File: config.mk
export PLATFORM = sky130hd
export DESIGN_NAME = seq_divider
export DESIGN_NICKNAME = d
export VERILOG_FILES = /design/src/rtl/div_pkg.sv /design/src/rtl/div_step.sv /design/src/rtl/seq_divider.sv
export SDC_FILE = /design/constraint.sdc
export NUM_CORES = 1
export LEC_CHECK = 0
export BUFFER_PORTS_ARGS = -buffer_cell sky130_fd_sc_hd__buf_2
export CAP_MARGIN = 10
export CORE_MARGIN = 3
export CORE_UTILIZATION = 60
export DETAILED_ROUTE_END_ITERATION = 7
export GPL_TIMING_DRIVEN = 1
export PLACE_DENSITY = 0.83
export SLEW_MARGIN = 30
export SYNTH_ARGS = -nofsm -noshare
export SYNTH_HDL_FRONTEND = slang
export SYNTH_SLANG_ARGS = --single-unit
File: constraint.sdc
create_clock -name clk -period 6.6 [get_ports clk]
set_input_delay 0.99 -clock clk [delete_from_list [all_inputs] [get_ports clk]]
set_output_delay 0.99 -clock clk [all_outputs]
set_load 0.01 [all_outputs]
File: src/rtl/div_pkg.sv
// Shared definitions for the sequential restoring divider.
// Optional feature macro: DIV_SIGNED_EN (signed division support in seq_divider).
package div_pkg;

   // Controller states; the 2-bit encoding leaves one unused code that recovers to IDLE
   typedef enum logic [1:0] {
      IDLE = 2'd0,
      RUN  = 2'd1,
      DONE = 2'd2
   } div_state_t;

   // Default operand/result width
   localparam int DIV_WIDTH = 32;

   // Divide-by-zero quotient: every bit set (replicated to the instance width)
   localparam logic [DIV_WIDTH-1:0] DIV0_QUOTIENT = '1;

   // Step counter width; one spare bit so WIDTH itself is representable
   function automatic int div_cnt_w(input int width);
      return $clog2(width) + 1;
   endfunction

endpackage

File: src/rtl/div_step.sv
// One combinational restoring-division iteration: shift the next dividend
// bit into the partial remainder, trial-subtract the divisor, keep the
// difference only when it is non-negative, and record the quotient bit.
module div_step
   import div_pkg::*;
#(
   parameter int WIDTH = DIV_WIDTH
) (
   input  logic [WIDTH:0]   i_rem,
   input  logic [WIDTH-1:0] i_q,
   input  logic [WIDTH-1:0] i_divisor,
   output logic [WIDTH:0]   o_rem,
   output logic [WIDTH-1:0] o_q
);

   logic [WIDTH+1:0] w_shift;
   logic [WIDTH+1:0] w_diff;

   // Shift, trial subtract, then restore or accept based on the borrow bit
   always_comb begin
      w_shift = {i_rem, i_q[WIDTH-1]};
      w_diff  = w_shift - {2'b00, i_divisor};
      if (!w_diff[WIDTH+1]) begin
         o_rem = w_diff[WIDTH:0];
         o_q   = {i_q[WIDTH-2:0], 1'b1};
      end else begin
         o_rem = w_shift[WIDTH:0];
         o_q   = {i_q[WIDTH-2:0], 1'b0};
      end
   end

endmodule

File: src/rtl/seq_divider.sv
// Multi-cycle restoring divider for the ALU divide path: quotient goes to
// zLOW, remainder to zHI, one quotient bit is resolved per clock.
// Handshake: start is sampled only in IDLE or DONE; busy is high for the
// whole RUN phase; done pulses for exactly one cycle when quotient,
// remainder and div_zero are freshly written, and those outputs then hold
// until the next result write or reset.
// Optional feature macro: DIV_SIGNED_EN adds the sgn port and truncating
// signed division; without it all operations are unsigned.
module seq_divider
   import div_pkg::*;
#(
   parameter int WIDTH = DIV_WIDTH
) (
   input  logic             clk,
   input  logic             clr,
   input  logic             start,
   input  logic [WIDTH-1:0] dividend,
   input  logic [WIDTH-1:0] divisor,
`ifdef DIV_SIGNED_EN
   input  logic             sgn,
`endif
   output logic [WIDTH-1:0] quotient,
   output logic [WIDTH-1:0] remainder,
   output logic             busy,
   output logic             done,
   output logic             div_zero,
   output div_state_t       dbg_state
);

   localparam int CW = div_cnt_w(WIDTH);

   div_state_t       r_state;
   logic [CW-1:0]    r_count;
   logic [WIDTH:0]   r_rem;
   logic [WIDTH-1:0] r_q;
   logic [WIDTH-1:0] r_div;
   logic [WIDTH-1:0] r_quotient;
   logic [WIDTH-1:0] r_remainder;
   logic             r_busy;
   logic             r_done;
   logic             r_div_zero;
   logic             r_neg_q;
   logic             r_neg_r;

   logic [WIDTH:0]   w_rem_nxt;
   logic [WIDTH-1:0] w_q_nxt;
   logic [WIDTH-1:0] w_a_mag;
   logic [WIDTH-1:0] w_b_mag;
   logic             w_neg_q;
   logic             w_neg_r;
   logic [WIDTH-1:0] w_q_fin;
   logic [WIDTH-1:0] w_r_fin;
   logic [WIDTH-1:0] w_div0_q;

   assign w_div0_q = {WIDTH{DIV0_QUOTIENT[0]}};

   div_step #(
      .WIDTH(WIDTH)
   ) u_step (
      .i_rem     (r_rem),
      .i_q       (r_q),
      .i_divisor (r_div),
      .o_rem     (w_rem_nxt),
      .o_q       (w_q_nxt)
   );

   // Operand magnitudes at start and sign fix-up of the final step's result
   always_comb begin
`ifdef DIV_SIGNED_EN
      w_neg_r = sgn & dividend[WIDTH-1];
      w_neg_q = w_neg_r ^ (sgn & divisor[WIDTH-1]);
      w_a_mag = w_neg_r ? (~dividend + 1'b1) : dividend;
      w_b_mag = (sgn & divisor[WIDTH-1]) ? (~divisor + 1'b1) : divisor;
      w_q_fin = r_neg_q ? (~w_q_nxt + 1'b1) : w_q_nxt;
      w_r_fin = r_neg_r ? (~w_rem_nxt[WIDTH-1:0] + 1'b1) : w_rem_nxt[WIDTH-1:0];
`else
      w_neg_r = 1'b0;
      w_neg_q = 1'b0;
      w_a_mag = dividend;
      w_b_mag = divisor;
      w_q_fin = w_q_nxt;
      w_r_fin = w_rem_nxt[WIDTH-1:0];
`endif
   end

   // Controller FSM with counter, work registers and registered outputs
   always_ff @(posedge clk or negedge clr) begin
      if (!clr) begin
         r_state     <= IDLE;
         r_count     <= '0;
         r_rem       <= '0;
         r_q         <= '0;
         r_div       <= '0;
         r_quotient  <= '0;
         r_remainder <= '0;
         r_busy      <= 1'b0;
         r_done      <= 1'b0;
         r_div_zero  <= 1'b0;
         r_neg_q     <= 1'b0;
         r_neg_r     <= 1'b0;
      end else begin
         case (r_state)
            IDLE, DONE: begin
               r_done  <= 1'b0;
               r_busy  <= 1'b0;
               r_state <= IDLE;
               if (start) begin
                  if (divisor != '0) begin
                     r_rem   <= '0;
                     r_q     <= w_a_mag;
                     r_div   <= w_b_mag;
                     r_neg_q <= w_neg_q;
                     r_neg_r <= w_neg_r;
                     r_count <= '0;
                     r_busy  <= 1'b1;
                     r_state <= RUN;
                  end else begin
                     // Divide-by-zero resolves immediately, identical for signed ops
                     r_quotient  <= w_div0_q;
                     r_remainder <= dividend;
                     r_div_zero  <= 1'b1;
                     r_done      <= 1'b1;
                     r_state     <= DONE;
                  end
               end
            end
            RUN: begin
               r_rem   <= w_rem_nxt;
               r_q     <= w_q_nxt;
               r_count <= r_count + 1'b1;
               // The WIDTH-th step writes its own outputs straight to the result registers
               if (r_count == CW'(WIDTH - 1)) begin
                  r_quotient  <= w_q_fin;
                  r_remainder <= w_r_fin;
                  r_div_zero  <= 1'b0;
                  r_done      <= 1'b1;
                  r_busy      <= 1'b0;
                  r_state     <= DONE;
               end
            end
            default: begin
               r_state <= IDLE;
               r_busy  <= 1'b0;
               r_done  <= 1'b0;
            end
         endcase
      end
   end

   assign quotient  = r_quotient;
   assign remainder = r_remainder;
   assign busy      = r_busy;
   assign done      = r_done;
   assign div_zero  = r_div_zero;
   assign dbg_state = r_state;

endmodule
# Word level (Yosys, flattened, before mapping)

Index checks and enable logic that the tools add are counted.

Output and inout port bits: 69
Bits of input ports: 67
Register bits after elaboration: 172
Logic and storage cells: 60

Equality and inequality tests: 7
Reductions and logical operators: 7
Mux-type cells: 34
$add $sub $neg: 2

Operator list:

| cell                                                             | count |
|---|---|
| 32-bit two-way mux                                               | 8 |
| 32-bit case mux with 2 select lines                              | 3 |
| 33-bit two-way mux                                               | 3 |
| 33-bit case mux with 2 select lines                              | 1 |
| 34-bit by 32-bit subtractor with 34-bit output                   | 1 |
| 32-bit nonzero test                                              | 1 |
| 6-bit two-way mux                                                | 2 |
| 6-bit case mux with 2 select lines                               | 1 |
| 1-bit two-way mux                                                | 9 |
| 2-bit != test (second input constant)                            | 4 |
| 6-bit by 1-bit adder with 6-bit output (second input constant)   | 1 |
| 6-bit by 5-bit == test with 1-bit output (second input constant) | 1 |
| 2-bit two-way mux                                                | 3 |
| 1-bit case mux with 2 select lines                               | 3 |
| 3-bit AND reduction                                              | 2 |
| 2-bit case mux with 2 select lines                               | 1 |
| 4-bit AND reduction                                              | 1 |
| 2-bit by 1-bit == test with 1-bit output (second input constant) | 1 |
| 2-bit == test (second input constant)                            | 1 |
| 2-bit zero test                                                  | 1 |
| 2-bit nonzero test                                               | 1 |
| 2-bit OR reduction                                               | 1 |

# Logic depth before layout (Yosys ltp)

Gate-level depths: netlist (run 1).

Depth after elaboration: 4
Mapped depth: 14

# By module

A second synthesis (run 1) with hierarchy kept.

Cell total of the unflattened synthesis: 1085
Area total of the unflattened synthesis: 10083.4 sq um

Modules (own cells, without submodules):

| module      | cells an instance | area an instance (sq um) | times used | seq. area each (sq um) |
|---|---|---|---|---|
| seq_divider | 748               | 7637.3                   | 1          | 4279.1 |
| div_step    | 337               | 2446.1                   | 1          | 0.0 |

# Least setup slack after synthesis (run 1)

OpenSTA, ideal clock, no wires.

Kind: register -> register
From: reg r_rem[9]
To: reg r_remainder[19], in the netlist remainder[19]
Data arrival time: 2.686 ns
Library setup time: 0.131 ns
Data required time: 6.469 ns
Slack: 3.782 ns
Stages on the path, launching flop included: 12
Path buffers: 3
Cells stage by stage: dfrtp_1 -> ha_1 -> buf_2 -> a211o_1 -> a211o_1 -> o21ai_2 -> a311o_1 -> and2_4 -> buf_6 -> buf_8 -> mux2i_1 -> o21ai_1

Cells in the longest elaborated chain, start to end: 4

Ends and longest elaborated chain:

| item                                           | RTL line           | source |
|---|---|---|
| start: declaration                             | seq_divider.sv:34  | `logic [WIDTH:0] r_rem;` |
| start signal: assignment                       | seq_divider.sv:128 | `r_rem <= w_rem_nxt;` |
| 34-bit by 32-bit subtractor with 34-bit output | div_step.sv:22     | `w_diff = w_shift - {2'b00, i_divisor};` |
| 33-bit two-way mux                             | div_step.sv:23     | `if (!w_diff[WIDTH+1]) begin` |
| 32-bit two-way mux                             | seq_divider.sv:132 | `if (r_count == CW'(WIDTH - 1)) begin` |
| 32-bit case mux with 2 select lines            | seq_divider.sv:102 | `case (r_state)` |
| end signal: assignment                         | seq_divider.sv:120 | `r_remainder <= dividend;` |
| end signal: assignment                         | seq_divider.sv:134 | `r_remainder <= w_r_fin;` |
| end: declaration                               | seq_divider.sv:38  | `logic [WIDTH-1:0] r_remainder;` |

No other way between the ends. The select of a mux whose other input is x is not followed.
A chain may end at the register's enable or synchronous reset.

# Final worst setup path (run 1)

From: in divisor[9]
To: reg r_remainder[13], in the netlist remainder[13]

Cells in the longest elaborated chain, start to end: 3

Ends and longest elaborated chain:

| item                                 | RTL line           | source |
|---|---|---|
| start: declaration                   | seq_divider.sv:18  | `input logic [WIDTH-1:0] divisor,` |
| 32-bit nonzero test                  | seq_divider.sv:108 | `if (divisor != '0) begin` |
| 2-bit != test (no source line)       | n/a                |  |
| 4-bit AND reduction (no source line) | n/a                |  |

No other way between the ends.

==> reports/qor.yml, run 1 <==
run_status:
  status: "completed"
floorplanning:
  start_util: 0.615
  coreArea_sq_um: 15900
  dieArea_sq_um: 17900
  ios: 136
  fp.dieW_microns: 134
  rows: 46
  die_y_microns: 134
synth:
  postSynthAreaPerCell_sq_um: 9.06
  synth_flop_cell: "dfrtp_1"
  ys_async_sr_fraction: 1.00
  synth_cells: 1083
  synth_seq_cells: 170
  synth_nets: 1184
  yosys_warnings: 0
  netlist_top_cells_area: "dfrtp_1 (43%), nor2_1 (5.7%), ha_1 (4.2%)"
  synth_top_area_cell: "dfrtp_1"
  synth_edf_count: 0
  synth_cell_types: 75
  yosysSeqAreaShare: 0.434
  synth_top_cell_area_share: 0.434
  synth_area_sq_um: 9810
critical_path:
  worst-path-max-fanout: 55
  worstPathRequired_ps: 6950
  critPathCaptureType: "flop"
  r2r_setup_slack_ps: 2900
  cp.arrival_ps: 4050
  crit_slowest_cell: "inv_2"
  crit_type: "in -> reg"
  path_buf_inv: 3
  crit_path_start_kind: "primary input"
  max_stage_delay_ps: 730
  critical_path.cell_chain: "buf_2 -> nor4_1 -> nand4_1 -> nor2_1 -> a21oi_4 -> inv_2 -> buf_4 -> o21ai_0 -> o31ai_1"
  crit_family: "buffers and inverters"
sta:
  slew_headroom: 0.395
  tightest_slew_ps: 908
  rsz0062_at_grt: "no"
  post-route-min-period_ps: 3700
  hold_violations: 0
  period_share: 0.561
  finClkSkew_ps: 7.53
  tns_ps: 0
  finalSetupViolations: 0
  slew_viol_final: 0
  fmax_mhz: 270
routing:
  via_count: 8839
  antenna_left: 0
  wl_per_cell_microns: 18.8
  dr.pass1.iters: 5
  drc: 0
  drt_iter0_markers: 856
  drt-vias-per-instance: 6.29
  drt_wl_total_microns: 26400
clocking:
  clk_transition_reported_paths_ps: 70
  clock-root-buffer: "clkbuf_16"
  numCtsBuffers: 17
  cts_tree: "yes"
  clk_path_buf_depth: 2
  postCtsSetupRepairBufs: 0
  post_cts_resized: 0
  cts_sinks: 170
  clk_latency_ps: 440
  cts-hold-fix-buffers: 0
  htree_levels: 4
layout:
  drive_above_1_share: 0.199
  final_nets: 1277
  regArea_sq_um: 4250
  multiInputGateArea_sq_um: 5080
  syn_to_final_growth_pct: 13.6
  fin_cells: 1405
  nFillCells: 1269
  diodes: 0
placement:
  io_buffers: 135
  gp_congestion: 0.932
  placed_cells: 1373
  hpwl_microns: 18400
grt:
  grt_overflow: 0
  antenna_found_initial: 0
  grt_first_pass_wirelength_microns: 42200
  first_global_vias: 8083
  track_usage: 0.292
  grt_start_max_net_pins: 117
worst_hold_path:
  hold_path.class: "reg -> reg"
flow_run:
  maxCapViolCount: 0
-- layout make-up --
cell class / count / share of cell area
Clock buffer: 18 / 0.0394
Clock inverter: 14 / 0.0138
Inverter: 46 / 0.0155
Multi-Input combinational cell: 797 / 0.456
Sequential cell: 170 / 0.382
Tap cell: 216 / 0.0243
Timing Repair Buffer: 144 / 0.0694
-- synthesized netlist by cell type, types with 10 or more instances --
cell      instances
a21o_1           12
a21oi_1          73
a31oi_1          11
and2_1           13
buf_2            14
clkbuf_1         38
dfrtp_1         170
ha_1             33
inv_1            46
mux2_2           33
mux2i_1          25
nand2_1          66
nand3_1          29
nand4_1          12
nor2_1          148
nor3_1           48
nor4_1           12
o21a_1           16
o21ai_0          45
o21ai_1          32
o22ai_1          20
xnor2_1          10
xor2_1           17
-- registers in the layout, summed over array words and instances, names as in the netlist --
| name | count |
|---|---|
| r_count | 6 |
| quotient | 32 |
| r_q | 32 |
| remainder | 32 |
| dbg_state | 2 |
| r_rem | 33 |
| div_zero | 1 |
| r_div | 32 |
-- routing by layer --
layer | vias up | part of all wire | track usage | routed length [microns]
met5 | - | 0 | 0 | 0
met4 | 0 | 0.018 | 0.0846 | 465
met3 | 45 | 0.096 | 0.0491 | 2530
met2 | 458 | 0.44 | 0.431 | 11700
met1 | 4244 | 0.44 | 0.447 | 11700
li1 | 4092 | - | - | -
-- logic make-up after synthesis --
logic type,synth area share
flip-flops,0.434
buffers and inverters,0.0523
adder cells (fa/ha/maj),0.0441
multiplexers,0.0634
AND/OR/NAND/NOR,0.186
XOR/XNOR,0.0241
AO/OA/AOI/OAI,0.197
-- stage by stage --
step | hold slack, ps | util | worst slack (ps) | instance area (sq um)
after floorplan | 473 | - | 3780 | 9810
after global placement | 463 | 0.660 | 2360 | 10500
after detailed placement | 479 | 0.662 | 2400 | 10600
after CTS | 495 | 0.699 | 2850 | 11100
after global routing | 513 | 0.699 | 2740 | 11100
final | 490 | 0.699 | 2900 | 11100
-- cells in the final DEF, fill, tap and decap left out, drive strengths merged, types with 4 or more instances in the layout --
cell,n
a211oi,9
a21o,13
a21oi,75
a221oi,4
a22o,5
a31oi,11
a32o,8
a32oi,6
and2,17
and3,8
buf,144
clkbuf,18
clkinv,4
dfrtp,170
ha,33
inv,54
mux2,33
mux2i,25
nand2,70
nand3,29
nand3b,8
nand4,12
nor2,149
nor2b,5
nor3,50
nor4,13
o211ai,9
o21a,16
o21ai,79
o22ai,20
o31ai,9
or3,7
or4,5
xnor2,10
xor2,17
-- worst paths after layout --
kind,start,endpoint,cells past startpoint
max,divisor[9],remainder[13],9
min,remainder[10],remainder[10],1
max reg2reg,r_rem[9],remainder[20],8
min reg2reg,remainder[10],remainder[10],1
max in group asynchronous,clr,r_div[27],2
min in group asynchronous,clr,r_q[9],1
Power of run 1 is left out: the tool's default activity adds up to more than one toggle a clock period on the data nets, which glitch-free logic cannot reach.
==> run 2: changes to the inputs <==
--- a/config.mk
+++ b/config.mk
@@ -8,10 +8,10 @@
 export BUFFER_PORTS_ARGS = -buffer_cell sky130_fd_sc_hd__buf_2
 export CAP_MARGIN = 10
 export CORE_MARGIN = 3
-export CORE_UTILIZATION = 60
+export CORE_UTILIZATION = 53
 export DETAILED_ROUTE_END_ITERATION = 7
 export GPL_TIMING_DRIVEN = 1
-export PLACE_DENSITY = 0.83
+export PLACE_DENSITY = 0.77
 export SLEW_MARGIN = 30
 export SYNTH_ARGS = -nofsm -noshare
 export SYNTH_HDL_FRONTEND = slang
==> constraint.sdc (replaced) <==
create_clock -name clk -period 3 [get_ports clk]
set_input_delay 0.45 -clock clk [delete_from_list [all_inputs] [get_ports clk]]
set_output_delay 0.45 -clock clk [all_outputs]
set_load 0.01 [all_outputs]
==> run 2 against run 1 <==
Flip-flop and latch count unchanged; clock skew is essentially flat; register-to-register slack worse by 2800 ps; core utilization shrank 3.5 points; routed wire length up 9.8%; largest cell class unchanged; first-iteration DRC count down 19%; cell area is 7.8% higher; global-route usage down 0.65 points.
==> reports/qor.yml, run 2 (same netlist as run 1, synthesis figures left out) <==
run_status:
  status: "completed"
layout:
  regArea_sq_um: 4250  # unchanged
  stdcell_area_sq_um: 12000  # +7.8%
  final_nets: 1361  # +6.6%
  nFillCells: 1503  # +18%
  diodes: 0  # unchanged
  syn_to_final_growth_pct: 22.4
  largest_register: "r_rem"
  final_common_cell: "dfrtp_1"
  multiInputGateArea_sq_um: 5220  # +2.7%
  fin_cells: 1502  # +6.9%
  layout_common_cells: "dfrtp_1 (170), nor2_1 (148), buf_2 (134)"
  drive_above_1_share: 0.268  # +0.0685
  largest_reg_flops: 33  # unchanged
routing:
  drc: 0  # unchanged
  drt_wl_total_microns: 29000  # +9.8%
  drt_iter0_markers: 694  # -19%
  drt-vias-per-instance: 6.05  # -3.9%
  dr.pass1.iters: 6  # +1
  via_count: 9080  # +2.7%
  wl_per_cell_microns: 19.3  # +2.7%
  antenna_left: 0  # unchanged
critical_path:
  max_stage_delay_ps: 440  # -290 ps
  cp.arrival_ps: 3210  # -840 ps
  worst-path-max-fanout: 6  # -89%
  path_buf_inv: 1  # -2
  worstPathRequired_ps: 3290  # -3660 ps
  r2r_end: "remainder[20]"
  regToRegStartpoint: "r_rem[17]"
  critPathCaptureType: "flop"
  crit_slowest_cell: "a311o_2"
  crit_path_start_kind: "flop"
  rr_worst_depth: 10  # +2
  crit_family: "compound AO/OA/AOI/OAI gates"
  critical_path.cell_chain: "ha_1 -> o211ai_1 -> o21a_1 -> nor4_2 -> o21ai_2 -> a311o_2 -> and2_4 -> buf_4 -> mux2i_1 -> o21ai_1"
  crit_type: "reg -> reg"
  r2r_setup_slack_ps: 90  # -2810 ps
grt:
  track_usage: 0.286  # -0.00652
  first_global_vias: 8614  # +6.6%
  grt_start_max_net_pins: 71  # -39%
  grt_first_pass_wirelength_microns: 46200  # +9.6%
  grt_overflow: 0  # unchanged
  antenna_found_initial: 0  # unchanged
placement:
  gp_congestion: 0.932  # about the same
  hpwl_microns: 21200  # +15%
  dpl_cell_area_sq_um: 11200  # +6.2%
  io_buffers: 135  # unchanged
  placed_cells: 1462  # +6.5%
worst_hold_path:
  hold_path.class: "in -> async"
floorplanning:
  die_y_microns: 142  # +6.1%
  rows: 49  # +6.5%
  fp.dieW_microns: 142  # +6.1%
  start_util: 0.542  # -0.0729
  ios: 136  # unchanged
  coreArea_sq_um: 18100  # +13%
  dieArea_sq_um: 20200  # +13%
clocking:
  clk_path_buf_depth: 2  # unchanged
  cts_tree: "yes"
  clk_latency_ps: 440  # about the same
  cts_sinks: 170  # unchanged
  numCtsBuffers: 17  # unchanged
  htree_levels: 4  # unchanged
  clk_transition_reported_paths_ps: 70  # about the same
  clock-root-buffer: "clkbuf_16"
sta:
  finClkSkew_ps: 7.23  # -0.299 ps
  tns_ps: 0  # unchanged
  post-route-min-period_ps: 2910
  rsz0062_at_grt: "yes"
  tightest_slew_ps: 677  # -231 ps
  timing.hold.ws_ps: 4.47  # -485 ps
  hold_violations: 0  # unchanged
  slew_headroom: 0.549  # +0.154
  fmax_mhz: 343
  slew_viol_final: 0  # unchanged
  finalSetupViolations: 0  # unchanged
  period_share: 0.972
flow_run:
  maxCapViolCount: 0  # unchanged
run 2: worst max-delay path by stage:
stage                          from       endpoint  slack, ps  cells past startpoint
final                     r_rem[17]  remainder[20]         90                     10
after global routing       r_div[8]  remainder[23]        -20                     11
after CTS                 r_rem[27]  remainder[29]         50                      9
after detailed placement  r_rem[27]  remainder[19]         -9                      9
after global placement    r_rem[27]  remainder[20]         80                      9
after floorplan            r_rem[9]  remainder[19]        180                     11
run 2: layout make-up:
cell class | count | share of cell area
Multi-Input combinational cell | 798 | 0.434
Clock buffer | 18 | 0.0366
Sequential cell | 170 | 0.354
Clock inverter | 14 | 0.0140
Tap cell | 229 | 0.0239
Timing Repair Buffer | 227 | 0.123
Inverter | 46 | 0.0144
run 2: what timing repair did:
action	in CTS	in global routing
resized for setup	0	27
setup buffers	0	7
cloned	1	0
pin swaps	1	3
hold endpoints to repair	0	0
hold buffers	0	0
setup endpoints to repair	14	64
run 2: worst reg2reg max path: stages, from the launching register on:
cell and delay [ps]:
dfrtp_1 430, ha_1 400, o211ai_1 130, o21a_1 270
nor4_2 290, o21ai_2 120, a311o_2 440, and2_4 200
buf_4 140, mux2i_1 250, o21ai_1 110
run 2: through the flow:
stage	setup slack, ps	utilization
after detailed placement	-9.15	0.619
final	85.3	0.664
after CTS	49.4	0.653
after floorplan	182	-
after global routing	-15.9	0.664
after global placement	83.9	0.619
run 2: metal layers:
layer  up-vias  track usage  wire, microns
met2       477        0.429          12800
li1       4265            -              -
met4         0       0.0525            287
met5         -            0              0
met3        32       0.0524           2660
met1      4306        0.438          13200
Power of run 2 is left out for the same reason.
